===== src/rtl/sram_controller.sv =====
`default_nettype none
// ============================================================================
// Module   : sram_controller
// Purpose  : Bridges the 32-bit pipeline data port to a 16-bit asynchronous
//            SRAM as two timed half-accesses (low half first), stalling via ready.
// Revision : 1.0 - initial release
// ============================================================================
module sram_controller #(
    parameter logic [31:0] BASE_ADDR   = 32'd1024,
    parameter int          WAIT_CYCLES = 5
) (
    input  logic        clk,
    input  logic        rst,
    input  logic        wr_en,
    input  logic        rd_en,
    input  logic [31:0] address,
    input  logic [31:0] write_data,
    output logic [31:0] read_data,
    output logic        ready,
    output logic [17:0] sram_addr,
    output logic [15:0] sram_dq_out,
    output logic        sram_dq_oe,
    input  logic [15:0] sram_dq_in,
    output logic        sram_we_n,
    output logic        sram_ce_n,
    output logic        sram_oe_n,
    output logic        sram_ub_n,
    output logic        sram_lb_n
);

    localparam int c_cnt_w = (WAIT_CYCLES > 2) ? $clog2(WAIT_CYCLES) : 1;
    localparam logic [c_cnt_w-1:0] c_cnt_last = c_cnt_w'(WAIT_CYCLES - 1);

    typedef enum logic [1:0] {
        S_IDLE = 2'd0,
        S_LOW  = 2'd1,
        S_HIGH = 2'd2,
        S_DONE = 2'd3
    } state_t;

    state_t               r_state;
    state_t               w_state_next;
    logic [c_cnt_w-1:0]   r_cnt;
    logic [c_cnt_w-1:0]   w_cnt_next;
    logic                 r_is_write;
    logic [16:0]          r_word;
    logic [31:0]          r_wdata;
    logic [31:0]          r_read_data;
    logic                 w_latch;
    logic                 w_cap_lo;
    logic                 w_cap_hi;
    logic                 w_half_end;
    logic [31:0]          w_off;
    logic                 w_unused;

    // Sub-BASE_ADDR addresses wrap modulo 2^32; only bits [18:2] select a word.
    assign w_off    = address - BASE_ADDR;
    assign w_unused = ^{w_off[31:19], w_off[1:0]};

    always_ff @(posedge clk) begin
        if (rst) begin
            r_state     <= S_IDLE;
            r_cnt       <= '0;
            r_is_write  <= 1'b0;
            r_word      <= '0;
            r_wdata     <= '0;
            r_read_data <= '0;
        end else begin
            r_state <= w_state_next;
            r_cnt   <= w_cnt_next;
            if (w_latch) begin
                r_is_write <= wr_en;
                r_word     <= w_off[18:2];
                r_wdata    <= write_data;
            end
            if (w_cap_lo) begin
                r_read_data[15:0] <= sram_dq_in;
            end
            if (w_cap_hi) begin
                r_read_data[31:16] <= sram_dq_in;
            end
        end
    end

    always_comb begin
        w_state_next = r_state;
        w_cnt_next   = r_cnt;
        w_latch      = 1'b0;
        w_cap_lo     = 1'b0;
        w_cap_hi     = 1'b0;
        w_half_end   = (r_cnt == c_cnt_last);
        ready        = 1'b0;
        sram_addr    = '0;
        sram_dq_out  = '0;
        sram_dq_oe   = 1'b0;
        sram_we_n    = 1'b1;

        case (r_state)
            S_IDLE: begin
                ready = ~wr_en & ~rd_en;
                if (wr_en | rd_en) begin
                    w_latch      = 1'b1;
                    w_state_next = S_LOW;
                    w_cnt_next   = '0;
                end
            end
            S_LOW: begin
                sram_addr   = {r_word, 1'b0};
                sram_dq_oe  = r_is_write;
                sram_dq_out = r_is_write ? r_wdata[15:0] : 16'h0000;
                // Strobe released in the last cycle so address/data are held past WE rise.
                sram_we_n   = ~(r_is_write & ~w_half_end);
                if (w_half_end) begin
                    w_cap_lo     = ~r_is_write;
                    w_state_next = S_HIGH;
                    w_cnt_next   = '0;
                end else begin
                    w_cnt_next = r_cnt + c_cnt_w'(1);
                end
            end
            S_HIGH: begin
                sram_addr   = {r_word, 1'b1};
                sram_dq_oe  = r_is_write;
                sram_dq_out = r_is_write ? r_wdata[31:16] : 16'h0000;
                sram_we_n   = ~(r_is_write & ~w_half_end);
                if (w_half_end) begin
                    w_cap_hi     = ~r_is_write;
                    w_state_next = S_DONE;
                    w_cnt_next   = '0;
                end else begin
                    w_cnt_next = r_cnt + c_cnt_w'(1);
                end
            end
            S_DONE: begin
                ready        = 1'b1;
                w_state_next = S_IDLE;
            end
            default: begin
                w_state_next = S_IDLE;
            end
        endcase
    end

    assign read_data = r_read_data;
    assign sram_ce_n = 1'b0;
    assign sram_oe_n = 1'b0;
    assign sram_ub_n = 1'b0;
    assign sram_lb_n = 1'b0;

endmodule
`default_nettype wire


===== config.mk =====
export PLATFORM = sky130hd
export DESIGN_NAME = sram_controller
export DESIGN_NICKNAME = d
export VERILOG_FILES = /design/src/rtl/sram_controller.sv
export SDC_FILE = /design/constraint.sdc
export NUM_CORES = 1
export LEC_CHECK = 0
export BUFFER_PORTS_ARGS = -buffer_cell sky130_fd_sc_hd__buf_4
export CORE_ASPECT_RATIO = 1.1
export CORE_MARGIN = 3
export CORE_UTILIZATION = 30
export CTS_BUF_LIST = sky130_fd_sc_hd__clkbuf_4 sky130_fd_sc_hd__clkbuf_8
export CTS_CLUSTER_SIZE = 10
export DETAILED_ROUTE_END_ITERATION = 8
export PLACE_DENSITY = 0.67
export REMOVE_ABC_BUFFERS = 1
export SLEW_MARGIN = 30
export SYNTH_ARGS = -nofsm -noshare
export SYNTH_HDL_FRONTEND = slang
export SYNTH_SLANG_ARGS = --single-unit

===== constraint.sdc =====
create_clock -name clk -period 1.95 [get_ports clk]
set_clock_uncertainty 0.05 [all_clocks]
set_input_delay 0.0975 -clock clk [delete_from_list [all_inputs] [get_ports clk]]
set_output_delay 0.0975 -clock clk [all_outputs]
set_load 0.05 [all_outputs]

Word level (Yosys, flattened, before mapping)
Cells that the tools add are included.
Cells by class
  equal/unequal tests: 7
  bitwise operators: 8
  add/subtract/negate cells: 2
  reduce and logical (&&, ||, !) cells: 5
  mux-type cells: 19
Operator list (count)
  case mux 18 bit (2 select lines): 1
  two-way mux 16 bit: 2
  case mux 16 bit (2 select lines): 1
  subtractor 19 x 11 -> 19 bit (second input constant): 1
  case mux 2 bit (4 select lines): 1
  two-way mux 1 bit: 7
  two-way mux 2 bit: 3
  two-way mux 3 bit: 2
  inequality test 2 bit (second input constant): 3
  case mux 3 bit (2 select lines): 1
  inverter 1 bit: 5
  == test 2 bit (second input constant): 2
  adder 3 x 1 -> 3 bit (second input constant): 1
  == test 3 bit (second input constant): 1
  AND reduction 3 bit: 1
  AND 1 bit: 2
  == test 2 x 1 -> 1 bit (second input constant): 1
  logical NOT 2 bit: 1
  case mux 1 bit (2 select lines): 1
  AND reduction 2 bit: 1
  nonzero test 2 bit: 1
  OR reduction 2 bit: 1
  OR 1 bit: 1
Storage, ports and cells
  bits of input ports: 84
  register bits after elaboration: 87
  logic and storage cells: 48
  output and inout bits: 73

Depth between registers and ports, before layout
Gate-level depths: netlist (run 1).
  depth in word-level cells: 5
  mapped depth: 8
  mapped depth without buffers: 5

Worst setup path before layout (run 1)
Ideal clock, no wire load.
  path type: flip-flop to output port
  start point: reg r_state[0]
  end point: out sram_dq_out[0]
  slack: -0.226 ns
  arrival: 2.028 ns
  path buffers: 2
  required time: 1.803 ns
  cell stages (with the launch flop): 7
  cell sequence: dfxtp_1 inv_1 ha_1 clkbuf_1 nand2_1 clkbuf_1 nor2_1
On the way
  cells in the longest elaborated chain, start to end: 2
  elaborated cells between the ends (all ways): 3
  classes of those cells: eq/ne (2); mux (1)
Ends and longest elaborated chain
  start: declaration: RTL line 41  | state_t r_state;
  start signal: assignment: RTL line 69  | r_state <= w_state_next;
  == test 2 bit / == test 2 x 1 -> 1 bit (equally long branches): RTL line 98  | case (r_state)
  case mux 16 bit (2 select lines) *: RTL line 98
  end: declaration: RTL line 21  | output logic [15:0] sram_dq_out,
Every way passes the cells marked *; elsewhere a longest branch is shown, timed or not.

Worst setup path after layout (run 1)
  start point: reg r_state[0]
  end point: out sram_addr[5]
On the way
  cells in the longest elaborated chain, start to end: 2
  elaborated cells between the ends (all ways): 3
  classes of those cells: eq/ne (2); mux (1)
Ends and longest elaborated chain
  == test 2 bit / == test 2 x 1 -> 1 bit (equally long branches): RTL line 98
  case mux 18 bit (2 select lines) *: RTL line 98
  end: declaration: RTL line 20  | output logic [17:0] sram_addr,
Marks and branches as above.

==> impl_metrics.yaml, run 1 <==
run_status:
  run_status: "finished, final reports clean"
synth:
  yosysWarnings: 0
  ys_seq_elements: 87
  yosysTopAreaCell: "dfxtp_1"
  synth_edf_count: 0
  yosysMostFrequentCell: "nand2_1"
  synth_ff_type: "dfxtp_1"
  synth_top_area_share_pct: 47.5
  yosysUniqueCellTypes: 34
  ys_top_cells_by_area: "dfxtp_1 (48%), nand2_1 (15%), a21oi_1 (11%)"
  synth_area_mm2: 0.00366
  seq_area_frac_synth_pct: 47.5
  avgSynthCellArea_um2: 7.65
  synthCells: 479
  async_flop_share_pct: 0
  yosys-top-cells-count: "nand2_1 (149), dfxtp_1 (87), a21oi_1 (77)"
timing:
  period_share_pct: 96.6
  max_slew_margin_pct: 58.2
  drv_slew: 0
  hold_violations: 0
  min_period_ns: 1.88
  tightest_slew_ns: 0.627
  max_freq_mhz: 531
  finalSetupTns_ns: 0
  fin_ws_ns: 0.0658
  setup_viol: 0
die:
  ios: 157
  num_rows: 41
  die_x_um: 111
  fp.dieH_um: 122
  die_area_mm2: 0.0136
  start_util_pct: 31.3
  core_region_area_mm2: 0.0117
finish:
  drive_gt1_share_pct: 27.6
  nNetsFinal: 765
  diodes: 0
  final_util_pct: 50.0
  area_delta_synth_final_pct: 59.6
  nFillCells: 1087
clocking:
  htree_levels: 3
  clkSinkCount: 87
  numCtsBuffers: 9
  path_clk_slew_ns: 0.08
  clock_latency_ns: 0.34
  clock_path_buffers: 2
  tritoncts: "done"
  root_buffer: "clkbuf_8"
global_route:
  grt-ovfl-total: 0
  grt_start_max_net_pins: 48
  antenna_found_initial: 0
  grt_pass1_wl_um: 18500
  track_usage_pct: 16.4
  first_global_vias: 3847
detailed_routing:
  drt_iter0_drc: 166
  wl_met3_um: 921
  wl_um: 11600
  wl_met1_um: 5060
  via_per_inst: 4.75
  antenna_left: 0
  top_layer: "met4"
  via_count: 3932
  drc: 0
  wl_met2_um: 5570
  dr.pass1.iters: 4
  wl_per_cell_um: 14.1
power:
  ir_worst_vdd_uv: 580
  p_int_uw: 3830
  clockPowerShare_pct: 19.8
  combPwrFrac_pct: 43.8
  cellPowerDensity_mw_per_mm2: 1070
  swShare_pct: 38.5
  totalPowerFinal_uw: 6230
  power.leakage_uw: 0.00243
  seq_power_share_pct: 36.3
  switchingPower_uw: 2400
critical_path:
  crit_fanout: 9
  startpoint_type: "register"
  required_ns: 1.80
  crit_slowest_cell: "dfxtp_2"
  arrival_ns: 1.74
  cp_num_buf_inv: 3
  critical_path_class: "reg2out"
  max_stage_delay_ns: 0.35
  cp_top_family: "buffers and inverters"
  path_cells: "inv_1, ha_2, o21a_4, buf_6, and2_1, buf_4"
  end_kind: "primary output"
place:
  hpwl_um: 7650
  io_buffer_count: 137
  place_ws_ns: 0.148
  gp_congestion: 0.793
job:
  drv_cap: 0
hold_path:
  min_path_type: "in2reg"
-- what timing repair did --
item,CTS,global route
pin swaps,1,0
endpoints found under the setup margin,36,31
gates resized for setup,10,19
endpoints found under the hold margin,76,0
hold buffers,60,0
gates cloned,0,1
setup buffers,1,4
-- tightest hold or removal path, stage by stage --
cell	delay, ns
buf_4	0.08
and4_1	0.15
nor4_1	0.05
-- cells by family after synthesis --
family          after synthesis  synth area share (%)
other cells                   1                 0.102
fa+ha+maj                     8                  2.73
compound gates              114                  17.8
flops                        87                  47.5
simple gates                220                  26.0
xor+xnor                      2                 0.478
buf+inv                      47                  5.33
-- power groups by stage --
stage / Sequential (uW) / Clock [uW] / Combinational (uW)
after floorplan: 2260 / 0 / 1430
after global placement: 2290 / 0 / 2330
after detailed placement: 2300 / 0 / 2390
after CTS: 2270 / 1280 / 2580
after global routing: 2300 / 1370 / 3000
final: 2260 / 1230 / 2730
-- stage by stage --
stage          area, um^2  hold WS [ns]  cells
2_1_floorplan        3510         0.117    442
3_3_place_gp         4910         0.282    746
3_5_place_dp         4910         0.297    746
4_1_cts              5750       0.00259    822
5_1_grt              5850       0.00506    827
6_report             5850        0.0214    827
-- cells in the final DEF, fill, tap and decap left out, types with 4 or more instances in the layout --
master,netlist,routed
buf_12,0,4
nor2_1,31,30
ha_1,8,5
a21oi_1,77,77
clkbuf_8,0,9
nor4_1,5,5
o21ai_0,4,4
dlygate4sd3_1,0,60
conb_1,1,4
nand2_1,149,149
inv_1,7,7
a211oi_1,8,8
dfxtp_1,87,85
and2_1,17,17
buf_4,4,139
buf_6,0,17
a22oi_1,16,16
-- layer usage --
layer,vias to the layer above,track usage (%)
met3,10,5.46
met4,0,4.26
li1,1969,-
met1,1813,20.0
met2,140,28.0
met5,-,0
-- state kept, by name, summed over array words and instances, names as in the netlist --
name        count
r_cnt           3
r_is_write      1
r_state         2
r_wdata        32
r_word         17
read_data      32
-- final cells by class --
| cell class | count | area, um^2 | area share (%) |
|---|---|---|---|
| multi-input cells | 348 | 1780 | 30.5 |
| well taps | 150 | 188 | 3.21 |
| repair buffers | 220 | 1920 | 32.8 |
| clock buffers | 10 | 131 | 2.25 |
| inverters | 7 | 26.3 | 0.449 |
| flip-flops and latches | 87 | 1740 | 29.8 |
| clock inverters | 5 | 58.8 | 1.01 |
-- path summary, 6_finish.rpt --
kind | startpoint | cells past startpoint | end | slack [ns]
hold reg to reg | read_data[10]$_SDFFE_PP0P_ | 2 | read_data[10]$_SDFFE_PP0P_ | 0.41
setup / recovery | r_state[0]$_SDFFE_PP0P_ | 6 | sram_addr[5] | 0.07
setup reg to reg | r_state[0]$_SDFFE_PP0P_ | 5 | read_data[28]$_SDFFE_PP0P_ | 0.20
hold / removal | address[18] | 3 | r_word[16]$_SDFFE_PP0P_ | 0.02
(Power assumes the default switching activity.)
==> inputs of run 2 (changes only) <==
- CORE_UTILIZATION: 30 -> 35
- CTS_BUF_LIST: sky130_fd_sc_hd__clkbuf_4 sky130_fd_sc_hd__clkbuf_8 -> not set
- PLACE_DENSITY: 0.67 -> 0.74
==> run 2 against run 1 <==
  * Clock power shrank 4%
  * Global-route usage grew 3.4 points
  * Sequential power increased by 2%
  * Final cell count is 1.7% lower
  * Highest routed layer unchanged
  * Maximum frequency rose by 0.94%
  * Die area shrank 14%
  * Routed wire length increased by 1.0%
  * Register-to-register slack hardly changed
  * Utilization rose by 7.7 points
  * Critical path depth unchanged
  * Non-clock buffer count is 4 lower
  * Hold slack better by 0.012 ns
==> impl_metrics.yaml, run 2 (synthesis gave the netlist of run 1 again) <==
run_status:
  run_status: "finished, final reports clean"
critical_path:
  startpoint_type: "register"
  required_ns: 1.80
  crit_slowest_cell: "dfxtp_4"
  crit-reg2reg-launch: "r_cnt[0]$_SDFFE_PP0P_"
  path_cells: "inv_2, ha_4, o21a_4, buf_6, and2_1, buf_4"
  max_stage_delay_ns: 0.38
  end_kind: "primary output"
  arrival_ns: 1.72
  critical_path_class: "reg2out"
  cp_num_buf_inv: 3
  crit_fanout: 8
  crit_start: "r_state[0]$_SDFFE_PP0P_"
  cp_top_family: "buffers and inverters"
global_route:
  antenna_found_initial: 0
  track_usage_pct: 19.8
  grt_start_max_net_pins: 48
  first_global_vias: 3936
  grt_pass1_wl_um: 19200
  grt-ovfl-total: 0
finish:
  multi_input_area_mm2: 0.00180
  final_cell_mix: "nand2_1 (149), buf_4 (139), dfxtp_1 (85)"
  nFillCells: 848
  area_delta_synth_final_pct: 58.1
  final_common_cell: "nand2_1"
  regArea_mm2: 0.00175
  nNetsFinal: 761
  drive_gt1_share_pct: 27.0
  diodes: 0
clocking:
  numCtsBuffers: 9
  clock_latency_ns: 0.34
  tritoncts: "done"
  path_clk_slew_ns: 0.08
  root_buffer: "clkbuf_8"
  htree_levels: 3
  clock_path_buffers: 2
  cts_setup_buffers: 0
  clkSinkCount: 87
die:
  fp.dieH_um: 113
  core_region_area_mm2: 0.0100
  num_rows: 38
  ios: 157
  start_util_pct: 36.5
  die_x_um: 104
  die_area_mm2: 0.0117
power:
  ir_worst_vdd_uv: 581
  power.leakage_uw: 0.00240
  totalPowerFinal_uw: 6140
  cellPowerDensity_mw_per_mm2: 1060
place:
  io_buffer_count: 137
  hpwl_um: 7300
  gp_congestion: 0.774
timing:
  setup_viol: 0
  max_slew_margin_pct: 46.0
  period_share_pct: 95.7
  tightest_slew_ns: 0.807
  rsz0062_at_grt: "no"
  drv_slew: 0
  timing.hold.ws_ns: 0.0330
  hold_violations: 0
  max_freq_mhz: 536
  min_period_ns: 1.87
detailed_routing:
  via_per_inst: 4.95
  antenna_left: 0
  dr.pass1.iters: 4
  drc: 0
  drt_iter0_drc: 168
  wl_um: 11800
  via_count: 4025
  wl_per_cell_um: 14.5
hold_path:
  hp-start: "address[15]"
  min_path_type: "in2reg"
job:
  drv_cap: 0
## run 2: changes by cell type in the layout (fill, tap and decap cells not counted), sizes merged
| cell | before | now |
|---|---|---|
| inv | 8 | 7 |
| clkinvlp | 2 | 1 |
| clkbuf | 10 | 11 |
| clkinv | 1 | 2 |
| buf | 160 | 156 |
## run 2: area by class of cell
class / count / area share [%]
Sequential cell: 87 / 30.2
Clock inverter: 4 / 0.821
Tap cell: 140 / 3.02
Timing Repair Buffer: 216 / 32.1
Inverter: 7 / 0.454
Clock buffer: 11 / 2.27
Multi-Input combinational cell: 348 / 31.1
## run 2: routing by layer
layer  global-route usage, %  wire [um]
met3                    5.82        849
met5                       0          0
met1                    23.0       4860
met4                    8.60        321
met2                    34.3       5730
## run 2: final timing paths
kind | slack [ns] | cells after the start | end
worst max register to register | 0.20 | 5 | read_data[28]$_SDFFE_PP0P_
worst max-delay path | 0.08 | 6 | sram_addr[1]
worst min-delay path | 0.03 | 3 | r_word[13]$_SDFFE_PP0P_
worst min register to register | 0.41 | 2 | r_wdata[2]$_SDFFE_PP0P_
## run 2: worst min-delay path: stages
cell,delay (ns)
buf_4,0.11
or3_1,0.10
a311oi_1,0.07
## run 2: metrics by stage
| stage | std cells | cell area [um^2] | utilization (%) | setup WS, ns | setup TNS (ns) |
|---|---|---|---|---|---|
| after CTS | 813 | 5780 | 57.6 | 0.0297 | 0 |
| after global routing | 813 | 5790 | 57.7 | 0.00748 | 0 |
| after detailed placement | 736 | 4890 | 48.7 | 0.178 | 0 |
| final | 813 | 5790 | 57.7 | 0.0833 | 0 |
| after global placement | 736 | 4890 | 48.7 | 0.256 | 0 |
| after floorplan | 442 | 3510 | - | -0.261 | -8.37 |
## run 2: power by group
group / switching (uW) / leakage, uW / internal (uW)
sequential: 196 / 0.000713 / 2110
combinational: 1590 / 0.00160 / 1060
clock: 601 / 0.0000892 / 582
total: 2390 / 0.00240 / 3750
## run 2: repair_timing
item / CTS / global route
endpoints found under the hold margin: 76 / 0
hold buffers: 60 / 0
gates cloned: 2 / 0
gates resized for setup: 25 / 5
endpoints found under the setup margin: 24 / 28
